==> config.mk <==
export PLATFORM = sky130hd
export DESIGN_NAME = sync_w2r_mc
export DESIGN_NICKNAME = d
export VERILOG_FILES = /design/src/rtl/sync_pkg.sv /design/src/rtl/sync_chain.sv /design/src/rtl/sync_w2r_mc.sv
export SDC_FILE = /design/constraint.sdc
export NUM_CORES = 1
export LEC_CHECK = 0
export CORE_AREA = 3 3 58 60
export CTS_CLUSTER_SIZE = 14
export DETAILED_ROUTE_END_ITERATION = 12
export DIE_AREA = 0 0 61 63
export MAX_ROUTING_LAYER = met4
export PLACE_DENSITY = 0.62
export SLEW_MARGIN = 10
export SYNTH_ARGS = -nofsm -noshare
export SYNTH_HDL_FRONTEND = slang
export SYNTH_HIERARCHICAL = 1
export SYNTH_SLANG_ARGS = --single-unit
==> constraint.sdc <==
create_clock -name rclk -period 3.2 [get_ports rclk]
set_input_delay 0.64 -clock rclk [delete_from_list [all_inputs] [get_ports rclk]]
set_output_delay 0.64 -clock rclk [all_outputs]
set_load 0.05 [all_outputs]
==> src/rtl/sync_pkg.sv <==
// Shared helpers for the write-to-read pointer synchronizer family.
// Widths are padded to MAX_PW so one function serves every pointer size.
package sync_pkg;

    localparam int MIN_STAGES = 2;
    localparam int MAX_STAGES = 4;
    localparam int MAX_PW     = 32;

    // Zero-padded upper bits leave the XOR prefix of the real bits untouched.
    function automatic logic [MAX_PW-1:0] gray2bin(input logic [MAX_PW-1:0] g);
        logic [MAX_PW-1:0] b;
        b[MAX_PW-1] = g[MAX_PW-1];
        for (int i = MAX_PW - 2; i >= 0; i--) begin
            b[i] = b[i+1] ^ g[i];
        end
        return b;
    endfunction

    // True when more than one bit is set: clearing the lowest set bit leaves something.
    function automatic logic popcnt_gt1(input logic [MAX_PW-1:0] x);
        return (x & (x - MAX_PW'(1))) != '0;
    endfunction

endpackage

==> src/rtl/sync_chain.sv <==
// Plain N-flop resettable shift chain used as a clock-domain synchronizer.
// No logic sits between stages so every flop can resolve metastability.
module sync_chain #(
    parameter int WIDTH  = 1,
    parameter int STAGES = 2
) (
    input  logic             clk_i,
    input  logic             rst_ni,
    input  logic [WIDTH-1:0] d_i,
    output logic [WIDTH-1:0] q_o
);

    logic [WIDTH-1:0] stage_q [STAGES];

    // NOTE: this array is a bank of flops, not a RAM, so each stage is reset like any register.
    always_ff @(posedge clk_i or negedge rst_ni) begin
        if (!rst_ni) begin
            for (int i = 0; i < STAGES; i++) begin
                stage_q[i] <= '0;
            end
        end else begin
            stage_q[0] <= d_i;
            for (int i = 1; i < STAGES; i++) begin
                stage_q[i] <= stage_q[i-1];
            end
        end
    end

    assign q_o = stage_q[STAGES-1];

endmodule

==> src/rtl/sync_w2r_mc.sv <==
// Multi-channel Gray write-pointer synchronizer for the read domain: brings each
// pointer across, decodes it to binary, pulses on advances and flags illegal jumps.
module sync_w2r_mc
    import sync_pkg::*;
#(
    parameter int  ADDRSIZE    = 4,
    parameter int  CHANNELS    = 1,
    parameter int  SYNC_STAGES = 2,
    localparam int PW          = ADDRSIZE + 1
) (
    input  logic                   rclk,
    input  logic                   rrst_n,
    input  logic [CHANNELS*PW-1:0] wptr,
    input  logic [CHANNELS-1:0]    clr_err,
    output logic [CHANNELS*PW-1:0] rq_wptr,
    output logic [CHANNELS*PW-1:0] rq_wbin,
    output logic [CHANNELS-1:0]    rq_wadv,
    output logic [CHANNELS*PW-1:0] rq_wdelta,
    output logic [CHANNELS-1:0]    gray_err
);

    if (SYNC_STAGES < MIN_STAGES || SYNC_STAGES > MAX_STAGES) begin : g_bad_stages
        $error("sync_w2r_mc: SYNC_STAGES must lie between 2 and 4");
    end
    if (CHANNELS < 1 || PW > MAX_PW) begin : g_bad_shape
        $error("sync_w2r_mc: CHANNELS must be >= 1 and PW at most 32");
    end

    localparam int FW = $clog2(SYNC_STAGES + 1);

    logic [PW-1:0]       sync_g  [CHANNELS];
    logic [PW-1:0]       prev_q  [CHANNELS];
    logic [PW-1:0]       bin_q   [CHANNELS];
    logic [PW-1:0]       bin_d   [CHANNELS];
    logic [PW-1:0]       delta_q [CHANNELS];
    logic [PW-1:0]       delta_d [CHANNELS];
    logic [CHANNELS-1:0] adv_q, adv_d;
    logic [CHANNELS-1:0] err_q, err_d;
    logic [CHANNELS-1:0] first_n_q, first_n_d;
    logic [FW-1:0]       fill_q, fill_d;
    logic                fill_full;

    for (genvar c = 0; c < CHANNELS; c++) begin : g_chan
        sync_chain #(
            .WIDTH (PW),
            .STAGES(SYNC_STAGES)
        ) u_chain (
            .clk_i (rclk),
            .rst_ni(rrst_n),
            .d_i   (wptr[c*PW +: PW]),
            .q_o   (sync_g[c])
        );

        assign rq_wptr[c*PW +: PW]   = sync_g[c];
        assign rq_wbin[c*PW +: PW]   = bin_q[c];
        assign rq_wdelta[c*PW +: PW] = delta_q[c];
    end

    assign rq_wadv  = adv_q;
    assign gray_err = err_q;

    // Chain contents are reset zeros until SYNC_STAGES edges have passed; the first
    // real sample is decoded one edge later, and that 0->value step is never checked.
    assign fill_full = (fill_q == FW'(SYNC_STAGES));
    assign fill_d    = fill_full ? fill_q : fill_q + FW'(1);

    // NOTE: every _d signal is assigned on every path through this block, so no latch is inferred.
    always_comb begin
        for (int c = 0; c < CHANNELS; c++) begin
            bin_d[c]     = PW'(gray2bin(MAX_PW'(sync_g[c])));
            adv_d[c]     = (sync_g[c] != prev_q[c]);
            delta_d[c]   = adv_d[c] ? bin_d[c] - bin_q[c] : '0;
            err_d[c]     = (err_q[c] & ~clr_err[c])
                         | (first_n_q[c] & popcnt_gt1(MAX_PW'(sync_g[c] ^ prev_q[c])));
            first_n_d[c] = first_n_q[c] | fill_full;
        end
    end

    // NOTE: registers take their next state with non-blocking <= so every flop sees pre-edge values.
    always_ff @(posedge rclk or negedge rrst_n) begin
        if (!rrst_n) begin
            for (int c = 0; c < CHANNELS; c++) begin
                prev_q[c]  <= '0;
                bin_q[c]   <= '0;
                delta_q[c] <= '0;
            end
            adv_q     <= '0;
            err_q     <= '0;
            first_n_q <= '0;
            fill_q    <= '0;
        end else begin
            for (int c = 0; c < CHANNELS; c++) begin
                prev_q[c]  <= sync_g[c];
                bin_q[c]   <= bin_d[c];
                delta_q[c] <= delta_d[c];
            end
            adv_q     <= adv_d;
            err_q     <= err_d;
            first_n_q <= first_n_d;
            fill_q    <= fill_d;
        end
    end

endmodule

Word-level counts from Yosys, hierarchy flattened:

Index checks and enable logic that the tools add are counted.

* RAM bits: 0
* memory bits (read-only): 0
* logic and storage cells: 27
* register bits: 30
* memories: 0
* bits in latches: 0
* output and inout port bits: 17

* shift-type cells: 0
* $add $sub $neg: 3
* mux-type cells: 1
* reduce and logical (&&, ||, !) cells: 1
* bitwise operators: 11
* equal/unequal tests: 2
* divide/modulo/power cells: 0
* $mul: 0
* order comparisons: 0

Operator list (number)
* $and A5 B32 Y32: 1
* $reduce_bool A32 Y1: 1
* $sub A5 B1 Y6 const B: 1
* $mux W5: 1
* $ne A5 B5 Y1: 1
* $sub A5 B5 Y5: 1
* $xor A5 B5 Y5: 1
* $xor A1 B1 Y1: 4
* $add A2 B1 Y2 const B: 1
* $and A1 B1 Y1: 2
* $eq A2 B2 Y1 const B: 1
* $or A1 B1 Y1: 2
* $not A1 Y1: 1

Longest topological paths before layout:

Gate-level depths: netlist of the first run.

* depth after elaboration: 6
* mapped depth: 12
* gate-level depth less buffers: 11

Hierarchy:

The synthesis of the first run kept the hierarchy.

Modules (own cells, without submodules)
* sync_w2r_mc: area each 870.8 um2, instances 1, sequential area each 475.5 um2, cells an instance 71
* sync_chain: area each 287.8 um2, instances 1, sequential area each 250.2 um2, cells an instance 15

Least setup slack after synthesis of the first run:

Ideal clock, no wire load.

* path type: flip-flop to flip-flop
* from: register g_chan[0].u_chain.stage_q (netlist bit g_chan[0].u_chain/q_o[3])
* to: register delta_q (netlist bit rq_wdelta[4])
* data arrival time: 2443 ps
* data required time: 3117 ps
* path buffers: 1
* setup time: 83 ps
* stages on the path, launching flop included: 13
* slack: 675 ps
* path through: dfrtp_1 > buf_4 > xor2_2 > xor2_2 > xnor2_2 > xor2_1 > ha_1 > inv_1 > fa_1 > a21o_1 > a21oi_1 > nand3_1 > o21ai_0

RTL lines
* from (decl): line sync_chain.sv:13 `logic [WIDTH-1:0] stage_q [STAGES];`
* from (signal, indexed assignment): line sync_chain.sv:24 `stage_q[i] <= stage_q[i-1];`
* to (signal, indexed assignment): line sync_w2r_mc.sv:95 `delta_q[c] <= delta_d[c];`
* to (decl): line sync_w2r_mc.sv:35 `logic [PW-1:0] delta_q [CHANNELS];`

==> results by group, run 1 <==
CTS
  – Hold_buf cts: 0
  – Clock transition at the registers of the reported paths: 90 ps
  – Count of cells resized by post-cts repair: 0
  – Post-CTS Setup Repair Bufs: 0
  – CTS H-tree depth: 2
  – Buffer cell driving the clock tree root: sky130_fd_sc_hd__clkbuf_4
  – Insertion delay of the later-clocked pin in the worst-skew pair: 330 ps
  – Total clock sinks: 29
  – Clock tree from TritonCTS: yes
  – CTS Buf Count: 5
  – Number of buffers on the longest clock path: 2

Timing
  – Fin. Hold Viols: 0
  – Highest Clock Rate: 380.6 MHz
  – Number of pins with negative max-slew slack in the final report: 0
  – Setup repair after global routing missed its margin: no
  – Number of setup violations in the final report: 0
  – Final WS setup: 572.7 ps
  – Worst rel slew slack: 65.77%
  – Shortest clock period the worst path allows after layout: 2627 ps
  – Maximum clock skew at final layout: 6.247 ps
  – Tightest Pin Transition: 511.8 ps
  – Setup TNS after final layout: 0 ps
  – Post-route clock period utilization: 82.10%

Outcome
  – Run status: finished, final reports clean

Worst hold path
  – Cell depth of the worst hold path: 0
  – Hold crit path type: flip-flop to flip-flop

Yosys
  – Average cell area after synthesis: 13.47 um^2
  – Synth unique cells: 25
  – Async SR Flop Fraction: 100.0%
  – Most instantiated flip-flop cell in the synthesis netlist: sky130_fd_sc_hd__dfrtp_1
  – Gate Count Post-Synth: 86
  – Sequential area share after synthesis: 62.63%
  – Cell area after technology mapping: 1159 um^2
  – Number of warning messages in the yosys log: 6
  – Total of flip-flops plus latches after synthesis: 29
  – Number of flops mapped to enable cells by yosys: 0
  – Net count of the mapped netlist: 100

Routing
  – Remaining number of nets flagged by the antenna check after routing: 0
  – Post-route DRC: 0
  – Metal2 WL: 886 um
  – Top routing layer used: met4
  – Violation count after the first detailed-route iteration: 2
  – Vias per inst: 4.555
  – Detail-routed net length per standard cell: 12.05 um
  – Total via count in the routed design: 665
  – Total wire length after detailed routing: 1759 um
  – Met1 Wirelength: 686 um
  – Pre-Repair DR Iteration Count: 3
  – DR WL met3: 110 um

Critical path
  – Crit path kind: flip-flop to flip-flop
  – Cells along the critical path: xor2_2 > xor2_2 > xnor2_2 > xor2_1 > ha_1 > inv_1 > fa_1 > a21o_1 > a21oi_1 > nand3_1 > o21ai_0
  – R2R depth: 11
  – Crit-path slowest cell: sky130_fd_sc_hd__dfrtp_1
  – Number of buffers and inverters on the critical path: 1
  – Critical path endpoint category: flip-flop
  – WP data arrival: 2880 ps
  – Highest net fanout along the worst path: 5
  – Slowest cell delay on critical path: 480 ps
  – Startpoint class of the critical path: flip-flop
  – Instance count on the critical path: 11
  – Largest delay contributor family on the critical path: XOR/XNOR gates
  – Cell repeated most along the worst path: sky130_fd_sc_hd__xor2_2
  – Worst endpoint required time: 3450 ps

Die
  – Starting Density: 38.91%
  – Die Area: 3843 um^2
  – Core area: 2978 um^2
  – Chip width: 61 um
  – Top-level port count: 25
  – Number of cell rows: 20
  – Chip Height: 63 um

Global routing
  – Total GRT Usage: 12.07%
  – Wire length of the first global-routing pass: 3077 um
  – Number of global-route vias before repair: 680
  – Number of antenna violations at the first check in global routing: 0
  – Congestion Overflow GR: 0
  – Maximum number of pins on one net before global-route repair: 30

Placement
  – Count of buffers inserted at the top-level ports: 24
  – Worst setup slack before clock tree synthesis: 583.9 ps
  – RePlAce Congestion: 0.7388
  – Total placed instance area: 1403 um^2
  – Estimated wirelength of the detail-placed design: 1300 um

Finish
  – Fin util: 50.08%
  – Layout overhead on the synthesized area: 28.73%
  – Fraction of final layout cells sized beyond drive strength 1: 11.50%
  – Final nets: 126
  – Diode insertion count for antenna repair: 0
  – Post-route cell area: 1491 um^2

Power and ir drop
  – Power Dens Cells: 759.5 nW/um^2
  – Total Power: 1.133 mW
  – Leakage power: 0.6509 nW
  – Max rail drop VDD: 0.3249 mV

Job
  – Number of max-cap violations: 0
==> worst reg2reg max path: cells and delay by family (launching register included) <==
kind	cells	cell delay, ps
xor gates and xnor gates	4	870
adders and majority gates	2	610
DFF	1	480
AOI/OAI and AO/OA	3	440
and+or+nand+nor	1	90
buffers and inverters	1	60
==> metrics by stage <==
step	hold WS, ps	std cells
3_5_place_dp	336.3	138
6_report	355.6	146
4_1_cts	358.9	146
3_3_place_gp	333.0	138
2_1_floorplan	331.2	86
5_1_grt	369.0	146
==> cell type report <==
type,count,area [um^2]
fill,263,1486
multi-input combinational,42,354.1
tap,33,41.29
clock inverter,2,37.54
inverter,9,33.78
sequential,29,725.7
timing repair buffer,25,247.7
clock buffer,6,51.30
==> flip-flops by register name (all words and copies together), names as in the netlist <==
signal / flops
fill_q: 2
first_n_q: 1
g_chan.u_chain/q_o: 5
g_chan.u_chain/stage_q: 5
gray_err: 1
prev_q: 4
rq_wadv: 1
rq_wbin: 5
rq_wdelta: 5
==> path summary, 6_finish.rpt <==
path | start | to | slack (ps)
min in group asynchronous | rrst_n | rq_wdelta[2] | 680
min reg2reg | g_chan[0].u_chain/stage_q[7] | g_chan[0].u_chain/q_o[2] | 360
min | g_chan[0].u_chain/stage_q[7] | g_chan[0].u_chain/q_o[2] | 360
max | g_chan[0].u_chain/q_o[4] | rq_wdelta[4] | 570
max reg2reg | g_chan[0].u_chain/q_o[4] | rq_wdelta[4] | 570
max in group asynchronous | rrst_n | rq_wdelta[3] | 2260
==> synth_stat cells, types with 2 or more instances <==
library cell               n  share of area (%)
sky130_fd_sc_hd__dfrtp_1  29                 63
sky130_fd_sc_hd__o21ai_0   3                1.3
sky130_fd_sc_hd__xor2_2    2                2.8
sky130_fd_sc_hd__nor2b_1   2                1.1
sky130_fd_sc_hd__inv_1     9                2.9
sky130_fd_sc_hd__buf_4     6                3.9
sky130_fd_sc_hd__xor2_1    2                1.5
sky130_fd_sc_hd__nor2_1    3               0.97
sky130_fd_sc_hd__ha_1      5                5.4
sky130_fd_sc_hd__nand3_1   2               0.86
sky130_fd_sc_hd__xnor2_1   8                6.0
sky130_fd_sc_hd__a21oi_1   2               0.86
==> per-layer routing <==
metal	vias up	track usage, %
li1	318	-
met1	317	11.45
met2	22	18.05
met3	8	5.579
met4	0	9.756
met5	-	-
==> power by group <==
part	switching (mW)	internal, mW
Clock	0.129	0.186
Combinational	0.244	0.139
Sequential	0.0211	0.415
Total	0.393	0.739
==> cell usage in the layout, fill, tap and decap left out <==
cell type	n
sky130_fd_sc_hd__fa_1	1
sky130_fd_sc_hd__xnor2_1	8
sky130_fd_sc_hd__a21boi_0	1
sky130_fd_sc_hd__xor2_2	2
sky130_fd_sc_hd__dfrtp_1	29
sky130_fd_sc_hd__buf_4	1
sky130_fd_sc_hd__nor2b_1	2
sky130_fd_sc_hd__maj3_1	1
sky130_fd_sc_hd__nand2b_1	1
sky130_fd_sc_hd__a21o_1	1
sky130_fd_sc_hd__clkbuf_8	1
sky130_fd_sc_hd__or2_2	1
sky130_fd_sc_hd__xor2_1	2
sky130_fd_sc_hd__nand4_1	1
sky130_fd_sc_hd__ha_1	5
sky130_fd_sc_hd__o31ai_1	1
sky130_fd_sc_hd__clkdlybuf4s50_1	24
sky130_fd_sc_hd__o21ai_0	3
sky130_fd_sc_hd__nand3_1	2
sky130_fd_sc_hd__xnor2_2	1
sky130_fd_sc_hd__clkinvlp_4	1
sky130_fd_sc_hd__inv_1	9
sky130_fd_sc_hd__a41oi_1	1
sky130_fd_sc_hd__nor3b_1	1
sky130_fd_sc_hd__nor2_1	3
sky130_fd_sc_hd__bufinv_16	1
sky130_fd_sc_hd__nor3_1	1
sky130_fd_sc_hd__a21oi_1	2
sky130_fd_sc_hd__nand2_1	1
sky130_fd_sc_hd__clkbuf_4	5
==> cells by family after synthesis <==
| kind of cell | share of synthesized area, % |
|---|---|
| xor+xnor | 11.77 |
| fa+ha+maj | 7.991 |
| simple gates | 5.940 |
| flops | 62.64 |
| compound gates | 4.860 |
| buf+inv | 6.803 |
(Power assumes the default switching activity.)
==> run 2: changes to the inputs <==
==> constraint.sdc (replaced) <==
create_clock -name rclk -period 2.6 [get_ports rclk]
set_input_delay 0.52 -clock rclk [delete_from_list [all_inputs] [get_ports rclk]]
set_output_delay 0.52 -clock rclk [all_outputs]
set_load 0.05 [all_outputs]
==> run 2 against run 1 <==
Register-to-register slack got worse by 430 ps. Sequential power rose by 22%. Flip-flop and latch count did not move. Sequential share of layout area barely moved. Power rose by 12%. Critical path depth did not move. Fmax rose by 7.1%.
==> results by group, run 2 (synthesis results as in run 1) <==
Outcome
  – Run status: finished, final reports clean

Global routing
  – Congestion Overflow GR: 0
  – Wire length of the first global-routing pass: 2973 um
  – Number of antenna violations at the first check in global routing: 0
  – Maximum number of pins on one net before global-route repair: 30
  – Number of global-route vias before repair: 713
  – Total GRT Usage: 11.13%

Routing
  – Vias per inst: 4.540
  – Detail-routed net length per standard cell: 11.32 um
  – Total via count in the routed design: 681
  – Violation count after the first detailed-route iteration: 13
  – Remaining number of nets flagged by the antenna check after routing: 0
  – Post-route DRC: 0
  – Total wire length after detailed routing: 1698 um
  – Pre-Repair DR Iteration Count: 4

Timing
  – Number of setup violations in the final report: 0
  – Number of pins with negative max-slew slack in the final report: 0
  – Setup repair after global routing missed its margin: no
  – Shortest clock period the worst path allows after layout: 2452 ps
  – Worst rel slew slack: 65.95%
  – Highest Clock Rate: 407.8 MHz
  – Setup TNS after final layout: 0 ps
  – Tightest Pin Transition: 509.1 ps
  – Post-route clock period utilization: 94.33%
  – Maximum clock skew at final layout: 3.725 ps
  – Fin. Hold Viols: 0

Finish
  – Leading cell type in the layout, fill and taps excluded: sky130_fd_sc_hd__dfrtp_1
  – Final nets: 130
  – Layout overhead on the synthesized area: 28.83%
  – Most frequent cells in the layout: 29 x sky130_fd_sc_hd__dfrtp_1, 24 x sky130_fd_sc_hd__clkdlybuf4s50_1, 9 x sky130_fd_sc_hd__inv_1
  – Fin util: 50.13%
  – Diode insertion count for antenna repair: 0
  – Post-route cell area: 1493 um^2
  – Number of fillers in the final layout: 276
  – Fraction of final layout cells sized beyond drive strength 1: 16.24%

Critical path
  – Critical path endpoint category: flip-flop
  – Cell repeated most along the worst path: sky130_fd_sc_hd__xor2_2
  – Crit path kind: flip-flop to flip-flop
  – Cells along the critical path: xor2_2 > xor2_2 > xnor2_2 > xor2_1 > ha_2 > inv_1 > fa_2 > a21o_1 > a21oi_2 > nand3_1 > o21ai_1
  – Largest delay contributor family on the critical path: XOR/XNOR gates
  – WP data arrival: 2690 ps
  – Crit-path slowest cell: sky130_fd_sc_hd__dfrtp_1
  – Highest net fanout along the worst path: 3
  – Worst endpoint required time: 2830 ps
  – Startpoint class of the critical path: flip-flop
  – Number of buffers and inverters on the critical path: 1
  – Slowest cell delay on critical path: 410 ps

CTS
  – CTS Buf Count: 5
  – Clock tree from TritonCTS: yes
  – Clock transition at the registers of the reported paths: 90 ps
  – Number of buffers on the longest clock path: 2
  – CTS H-tree depth: 2
  – Total clock sinks: 29
  – Insertion delay of the later-clocked pin in the worst-skew pair: 310 ps
  – Buffer cell driving the clock tree root: sky130_fd_sc_hd__clkbuf_4

Placement
  – Count of buffers inserted at the top-level ports: 24
  – Total placed instance area: 1418 um^2
  – RePlAce Congestion: 0.7088
  – Estimated wirelength of the detail-placed design: 1238 um

Die
  – Number of cell rows: 20
  – Starting Density: 38.91%
  – Chip width: 61 um
  – Chip Height: 63 um
  – Die Area: 3843 um^2
  – Top-level port count: 25
  – Core area: 2978 um^2

Power and ir drop
  – Portion of total power attributed to sequential cells: 42.1%
  – Cell-internal power: 0.7943 mW
  – Power Dens Cells: 849.2 nW/um^2
  – Leakage power: 0.6558 nW
  – Part of the total power dissipated in the clock network: 19.7%
  – Relative contribution of combinational cells to total power: 38.2%
  – Max rail drop VDD: 0.3521 mV
  – Switching part of the total: 37.34%
  – Net Sw Power: 0.4733 mW

Worst hold path
  – Hold crit path type: flip-flop to flip-flop

Job
  – Number of max-cap violations: 0
==> run 2: worst paths after layout <==
check	depth (start not counted)	endpoint	startpoint	slack, ps
setup / recovery	11	rq_wdelta[4]	g_chan[0].u_chain/q_o[3]	150
setup reg to reg	11	rq_wdelta[4]	g_chan[0].u_chain/q_o[3]	150
hold reg to reg	0	g_chan[0].u_chain/q_o[3]	g_chan[0].u_chain/stage_q[8]	360
hold / removal	0	g_chan[0].u_chain/q_o[3]	g_chan[0].u_chain/stage_q[8]	360
max in group asynchronous	2	g_chan[0].u_chain/stage_q[5]	rrst_n	1760
min in group asynchronous	2	rq_wdelta[0]	rrst_n	570
==> run 2: metrics by stage <==
stage          std cells  power [mW]  hold slack [ps]  setup WS, ps
6_report             150       1.268            358.5         147.5
5_1_grt              150       1.348            365.5         9.146
4_1_cts              149       1.281            362.7         23.03
3_3_place_gp         140       1.013            331.7         102.6
3_5_place_dp         140       1.021            336.4         23.20
2_1_floorplan         86      0.8711            224.4         74.80
==> run 2: worst reg2reg max path: stages (launching register included) <==
cell	delay, ps
sky130_fd_sc_hd__dfrtp_1	410
sky130_fd_sc_hd__xor2_2	240
sky130_fd_sc_hd__xor2_2	240
sky130_fd_sc_hd__xnor2_2	170
sky130_fd_sc_hd__xor2_1	180
sky130_fd_sc_hd__ha_2	190
sky130_fd_sc_hd__inv_1	50
sky130_fd_sc_hd__fa_2	350
sky130_fd_sc_hd__a21o_1	190
sky130_fd_sc_hd__a21oi_2	140
sky130_fd_sc_hd__nand3_1	90
sky130_fd_sc_hd__o21ai_1	110
==> run 2: layout make-up <==
type	count	area [um^2]	area share [%]
clock buffer	6	41.29	2.766
clock inverter	2	10.01	0.6706
inverter	9	33.78	2.263
multi-input combinational	42	362.8	24.31
sequential	29	725.7	48.62
tap	33	41.29	2.766
timing repair buffer	29	277.8	18.61
==> run 2: power groups by stage <==
stage	Clock, mW	Combinational, mW	Sequential [mW]
after global placement	0	0.470	0.543
final	0.250	0.484	0.534
after detailed placement	0	0.476	0.545
after floorplan	0	0.155	0.716
after global routing	0.284	0.523	0.541
after CTS	0.266	0.479	0.536
==> run 2: layer usage <==
layer | GRT usage (%) | up-vias | part of all wire (%)
met1 | 11.01 | 326 | 40
met5 | - | - | 0
met4 | 6.504 | 0 | 0.71
li1 | - | 330 | -
met2 | 17.91 | 23 | 53
met3 | 4.339 | 2 | 5.8
==> run 2: timing repair <==
item                                    4_1_cts  5_1_grt
resized for setup                             0        4
pin swaps                                     1        7
buffers inserted                              1        1
endpoints found under the setup margin        1        1
hold buffers                                  0        0
